===== src/rtl/sram_bank.sv =====
// Storage bank of DEPTH x WIDTH cells behind a request/response handshake.
// Each request is sequenced through precharge, one-hot word-line access and respond phases.
module sram_bank #(
  parameter int unsigned WIDTH  = 8,
  parameter int unsigned DEPTH  = 16,
  parameter int unsigned ADDR_W = 4
) (
  input  logic              clk,
  input  logic              rst,
  input  logic              req_valid,
  output logic              req_ready,
  input  logic              req_rw,
  input  logic [ADDR_W-1:0] req_addr,
  input  logic [WIDTH-1:0]  req_wdata,
  input  logic [WIDTH-1:0]  req_wmask,
  output logic              rsp_valid,
  input  logic              rsp_ready,
  output logic [WIDTH-1:0]  rsp_rdata,
  output logic              rsp_err,
  output logic [DEPTH-1:0]  word_line
);

  typedef enum logic [1:0] {StIdle, StPrecharge, StAccess, StRespond} stateT;

  stateT             stateQ, stateD;
  logic              rwQ;
  logic [ADDR_W-1:0] addrQ;
  logic [WIDTH-1:0]  wdataQ, wmaskQ;
  logic              errQ;
  logic [WIDTH-1:0]  rdataQ;
  logic [WIDTH-1:0]  mem [DEPTH];

  logic              addrOob;
  logic [WIDTH-1:0]  curWord;
  logic [WIDTH-1:0]  mergedWord;

  // One extra bit so DEPTH == 2**ADDR_W is still representable.
  assign addrOob = {1'b0, addrQ} >= (ADDR_W + 1)'(DEPTH);

  always_comb begin
    curWord = '0;
    for (int unsigned i = 0; i < DEPTH; i++) begin
      if (addrQ == ADDR_W'(i)) curWord = mem[i];
    end
  end

  // Reads return the stored word, writes return the post-merge word.
  assign mergedWord = rwQ ? ((curWord & ~wmaskQ) | (wdataQ & wmaskQ)) : curWord;

  always_ff @(posedge clk or posedge rst) begin
    if (rst) stateQ <= StIdle;
    else     stateQ <= stateD;
  end

  always_comb begin
    stateD = stateQ;
    unique case (stateQ)
      StIdle:      if (req_valid) stateD = StPrecharge;
      StPrecharge: stateD = addrOob ? StRespond : StAccess;
      StAccess:    stateD = StRespond;
      StRespond:   if (rsp_ready) stateD = StIdle;
      default:     stateD = StIdle;
    endcase
  end

  always_comb begin
    req_ready = (stateQ == StIdle);
    rsp_valid = (stateQ == StRespond);
    word_line = '0;
    for (int unsigned i = 0; i < DEPTH; i++) begin
      word_line[i] = (stateQ == StAccess) && (addrQ == ADDR_W'(i));
    end
  end

  assign rsp_rdata = rdataQ;
  assign rsp_err   = errQ;

  always_ff @(posedge clk or posedge rst) begin
    if (rst) begin
      rwQ    <= 1'b0;
      addrQ  <= '0;
      wdataQ <= '0;
      wmaskQ <= '0;
      errQ   <= 1'b0;
      rdataQ <= '0;
      for (int unsigned i = 0; i < DEPTH; i++) mem[i] <= '0;
    end else begin
      if (stateQ == StIdle && req_valid) begin
        rwQ    <= req_rw;
        addrQ  <= req_addr;
        wdataQ <= req_wdata;
        wmaskQ <= req_wmask;
      end
      if (stateQ == StPrecharge) begin
        errQ   <= addrOob;
        rdataQ <= '0;
      end
      if (stateQ == StAccess) begin
        rdataQ <= mergedWord;
        for (int unsigned i = 0; i < DEPTH; i++) begin
          if (word_line[i] && rwQ) mem[i] <= mergedWord;
        end
      end
    end
  end

endmodule


===== config.mk =====
export PLATFORM = sky130hd
export DESIGN_NAME = sram_bank
export DESIGN_NICKNAME = d
export VERILOG_FILES = /design/src/rtl/sram_bank.sv
export SDC_FILE = /design/constraint.sdc
export NUM_CORES = 1
export LEC_CHECK = 0
export BUFFER_PORTS_ARGS = -buffer_cell sky130_fd_sc_hd__buf_4
export CAP_MARGIN = 10
export CORE_AREA = 2 2 124 126
export DETAILED_ROUTE_END_ITERATION = 8
export DIE_AREA = 0 0 126 128
export GPL_TIMING_DRIVEN = 1
export PLACE_DENSITY_LB_ADDON = 0.05
export SYNTH_ARGS = -nofsm -noshare
export SYNTH_HDL_FRONTEND = slang
export SYNTH_SLANG_ARGS = --single-unit

===== constraint.sdc =====
create_clock -name clk -period 4.6 [get_ports clk]
set_input_delay 0.23 -clock clk [delete_from_list [all_inputs] [get_ports clk]]
set_output_delay 0.23 -clock clk [all_outputs]
set_load 0.005 [all_outputs]

==> run summary <==
The HPWL reported at the end of detailed placement is 13700 um, and the distinct cell type count of the synthesized netlist is 62. The run finished with clean final reports. The first global-routing pass estimated 32300 um of wire.

The synthesized-area fraction occupied by and/or/nand/nor cells came out at 0.118. The detailed-route vias per instance came out at 6.05. The worst setup path is launched from a register.

The count of antenna-violating nets left after detailed routing was 0. The area fraction of the dominant cell type after synthesis is 0.502, and the number of rows created at floorplan is 45. For the number of standard cells in the layout, taps in and fillers out, the log shows 931. After the last flow step, the layout net total stands at 758. The count of max-cap constraint violations was 0; the placeable core region was 14900 um2. The worst-case IR drop observed on VDD is 0.409 mV.

Buffers inserted during clock tree synthesis total 17. For the combinational group share of total power, the log shows 0.412. In this run the mean area of a mapped cell was 11.4 um2. The worst hold path belongs to the class input port to register.

After clock tree synthesis, the clock-pin slew on the worst setup and hold paths is 0.06 ns. Entering global routing, the biggest net connects 70 pins. The repair_antennas step left the layout with diodes totalling 0. The worst setup slack for register-to-register paths was 1.16 ns.

The floorplan die height works out to 128 um. The post-synthesis register bit count works out to 159. After detailed routing, the met3 layer carries 904 um of wire.

Area growth from synthesis to final layout: 14.0%. The max-slew violation count is 0, and the arrival time at the worst endpoint is 3.81 ns. The setup-violating endpoint count in the final report came out at 0. The worst slew margin relative to its limit was 0.162; the number of synthesized flops with an enable pin was 0. Via count: 5634. STA puts the critical path data required time at 4.96 ns. The switching power as a share of total power is 0.395.

The highest signal layer in the routed design was met4. The routed design could run at a clock period as short as 3.44 ns. The share of total power in the clock network was 0.234; the net switching power figure was 2650 uW. The H-tree generated during clock tree synthesis spans 4 levels.

Dividing the detail-routed wire length by the instance count gives 21.3 um. The routed design has 19900 um of wire. Summed over all cells, the static leakage comes to 0.00416 uW.

Setup repair after global routing left no endpoint under its margin. The final clock period utilization by the worst path works out to 0.748. Among all flip-flop cells after synthesis, the most frequent one is dfrtp_1.

The congestion estimate from routability-driven global placement came to 0.929. The number of nets handed over by synthesis was 721. For the worst-skew pair, the clock arrives at the later sink with an insertion delay of 0.43 ns. The share of synthesized registers carrying an async set or reset is 1.00.

The most instantiated library cell after synthesis was dfrtp_1. The logs give 0 for the number of buffers inserted to repair setup after CTS and 0.354 for the share of power burned in registers. The synthesized-area fraction occupied by ao, oa, aoi and oai cells came out at 0.143.

52 I/O pins were placed. The run gives 0.533 as the effective utilization at floorplan. Hold is met by 0.0306 ns.

The final count of hold timing violations came out at 0. The fraction of final layout cells sized beyond drive strength 1 was 0.296. By count the netlist is led by dfrtp_1 (159), mux2_2 (111), nand2_1 (65). For the overall die area, the log shows 16100 um2. The number of port buffers works out to 50. The tools report the detailed-routing iteration count for the pre-antenna-repair pass as 5.

For this block, the initial DRC count from the detailed router was 546. In this run the power density over the cells is 744 nW/um2. The overall die width was 126 um. Main combinational cell family by area after synthesis: multiplexers. The adder-cell area share of the yosys netlist came out at 0.00474. The cell type contributing the most total cell area after synthesis was dfrtp_1.

Registers take 3980 um2. Synthesized cell area: 7920 um2. For the pin with the worst max-slew slack, the measured transition is 1.25 ns.

The multiplexer fraction of the synthesized cell area works out to 0.195. The logs give 0.291 GHz for the highest attainable clock frequency and 0 for the number of antenna violations at the first check in global routing. In the synthesized netlist, the number of instances is 693. The endpoint kind of the worst setup timing path was a register. Clock skew on the completed layout was measured at 0.0106 ns. The internal portion of the total power is 4060 uW. TritonCTS built the clock tree. The run gives 159 as the number of sinks on the clock net. Routed metal-1 wire length: 8930 um. By startpoint and endpoint, the worst setup path is classified as register to register.

The run gives 0 as the number of DRC violations after detailed routing. Yosys attributes the largest share of cell area to dfrtp_1 (50%), mux2_2 (16%), nand2_1 (3.1%). The layout filler cell count is 1245, and the number of warnings printed during yosys synthesis is 0. The buffer depth of the longest clock path was 2. The logs give 0.261 for the aggregate global-route resource usage and 0.502 for the share of synthesized area occupied by flip-flops and latches. The multi-input combinational cell area is 3650 um2. In this run the worst path has a maximum fanout of 44.

Wire segments on met2 add up to 9710 um in the final route. After global routing the overflow that remains totals 0. The XOR/XNOR share of the synthesized area was 0; the number of global-route vias before repair was 5618. The final setup TNS is 0 ns. In this run the clock root is driven by a clkbuf_16. The run gives 898 as the number of cells after detailed placement.
## through the flow
step                 util  instance area [um2]  worst slack, ns  total power [uW]
CTS                 0.607                 9030             1.23              6710
finish              0.607                 9030             1.16              6710
floorplan               -                 7920           0.0784              4380
global placement    0.563                 8360             1.28              5030
global route        0.607                 9030             1.06              7110
detailed placement  0.563                 8360             1.27              5130
## path summary, 6_finish.rpt
| path | endpoint | cells past startpoint | startpoint |
|---|---|---|---|
| max in group asynchronous | mem[75] | 4 | rst |
| min in group asynchronous | rsp_rdata[5] | 3 | rst |
| min reg2reg | mem[77] | 2 | mem[77] |
| min | addrQ[0] | 2 | req_addr[0] |
| max | mem[36] | 6 | addrQ[0] |
| max reg2reg | mem[36] | 6 | addrQ[0] |
## sequential cells by signal (all words and copies together) (netlist names)
name       count
mem          128
wdataQ         8
addrQ          4
rwQ            1
stateQ         2
wmaskQ         8
rsp_rdata      8
## cells in the final DEF (no fill, tap or decap), types with 8 or more instances in the layout
cell,instances
and3_1,9
nand2_1,65
nand3_1,14
mux2_2,111
o21ai_1,17
o221ai_1,8
mux2_1,8
a21oi_1,9
dfrtp_1,157
nor2b_1,16
nor2_1,42
o21ai_0,32
nor3b_1,13
o21a_1,14
mux2i_1,16
clkbuf_16,17
buf_4,61
## critical path, stage by stage, from the launching register on
cell      delay (ns)
dfrtp_2         0.92
buf_4           0.37
nor2_1          0.07
o32a_1          0.29
a221o_1         0.37
a211oi_2        1.02
mux2_2          0.33
## power groups by stage
| stage | combinational, uW | clock [uW] | sequential, uW |
|---|---|---|---|
| floorplan | 2240 | 0 | 2130 |
| global placement | 2670 | 0 | 2360 |
| detailed placement | 2740 | 0 | 2390 |
| CTS | 2760 | 1590 | 2370 |
| global route | 3010 | 1650 | 2450 |
| finish | 2770 | 1570 | 2380 |
## logic make-up after synthesis
family	count (synthesis)
buffers and inverters	52
other	1
AOI/OAI and AO/OA	152
muxes	137
adders and majority gates	3
and+or+nand+nor	189
DFF	159
## area by class of cell
type                    instances  share of cell area
clock inverters                11              0.0204
repair buffers                 62              0.0518
multi-input cells             482               0.405
flip-flops and latches        159               0.441
clock buffers                  21              0.0521
inverters                       8             0.00388
well taps                     188              0.0261
## routing by layer
layer | vias to the layer above | track usage
met1 | 2860 | 0.358
met5 | - | 0
li1 | 2596 | -
met2 | 153 | 0.423
met3 | 25 | 0.0568
met4 | 0 | 0.0698
## timing repair
item / CTS / global route
hold endpoints to repair: 67 / 0
gates resized for setup: 0 / 0
hold buffers: 1 / 0
Note: power is estimated with default switching activity, not from simulation.
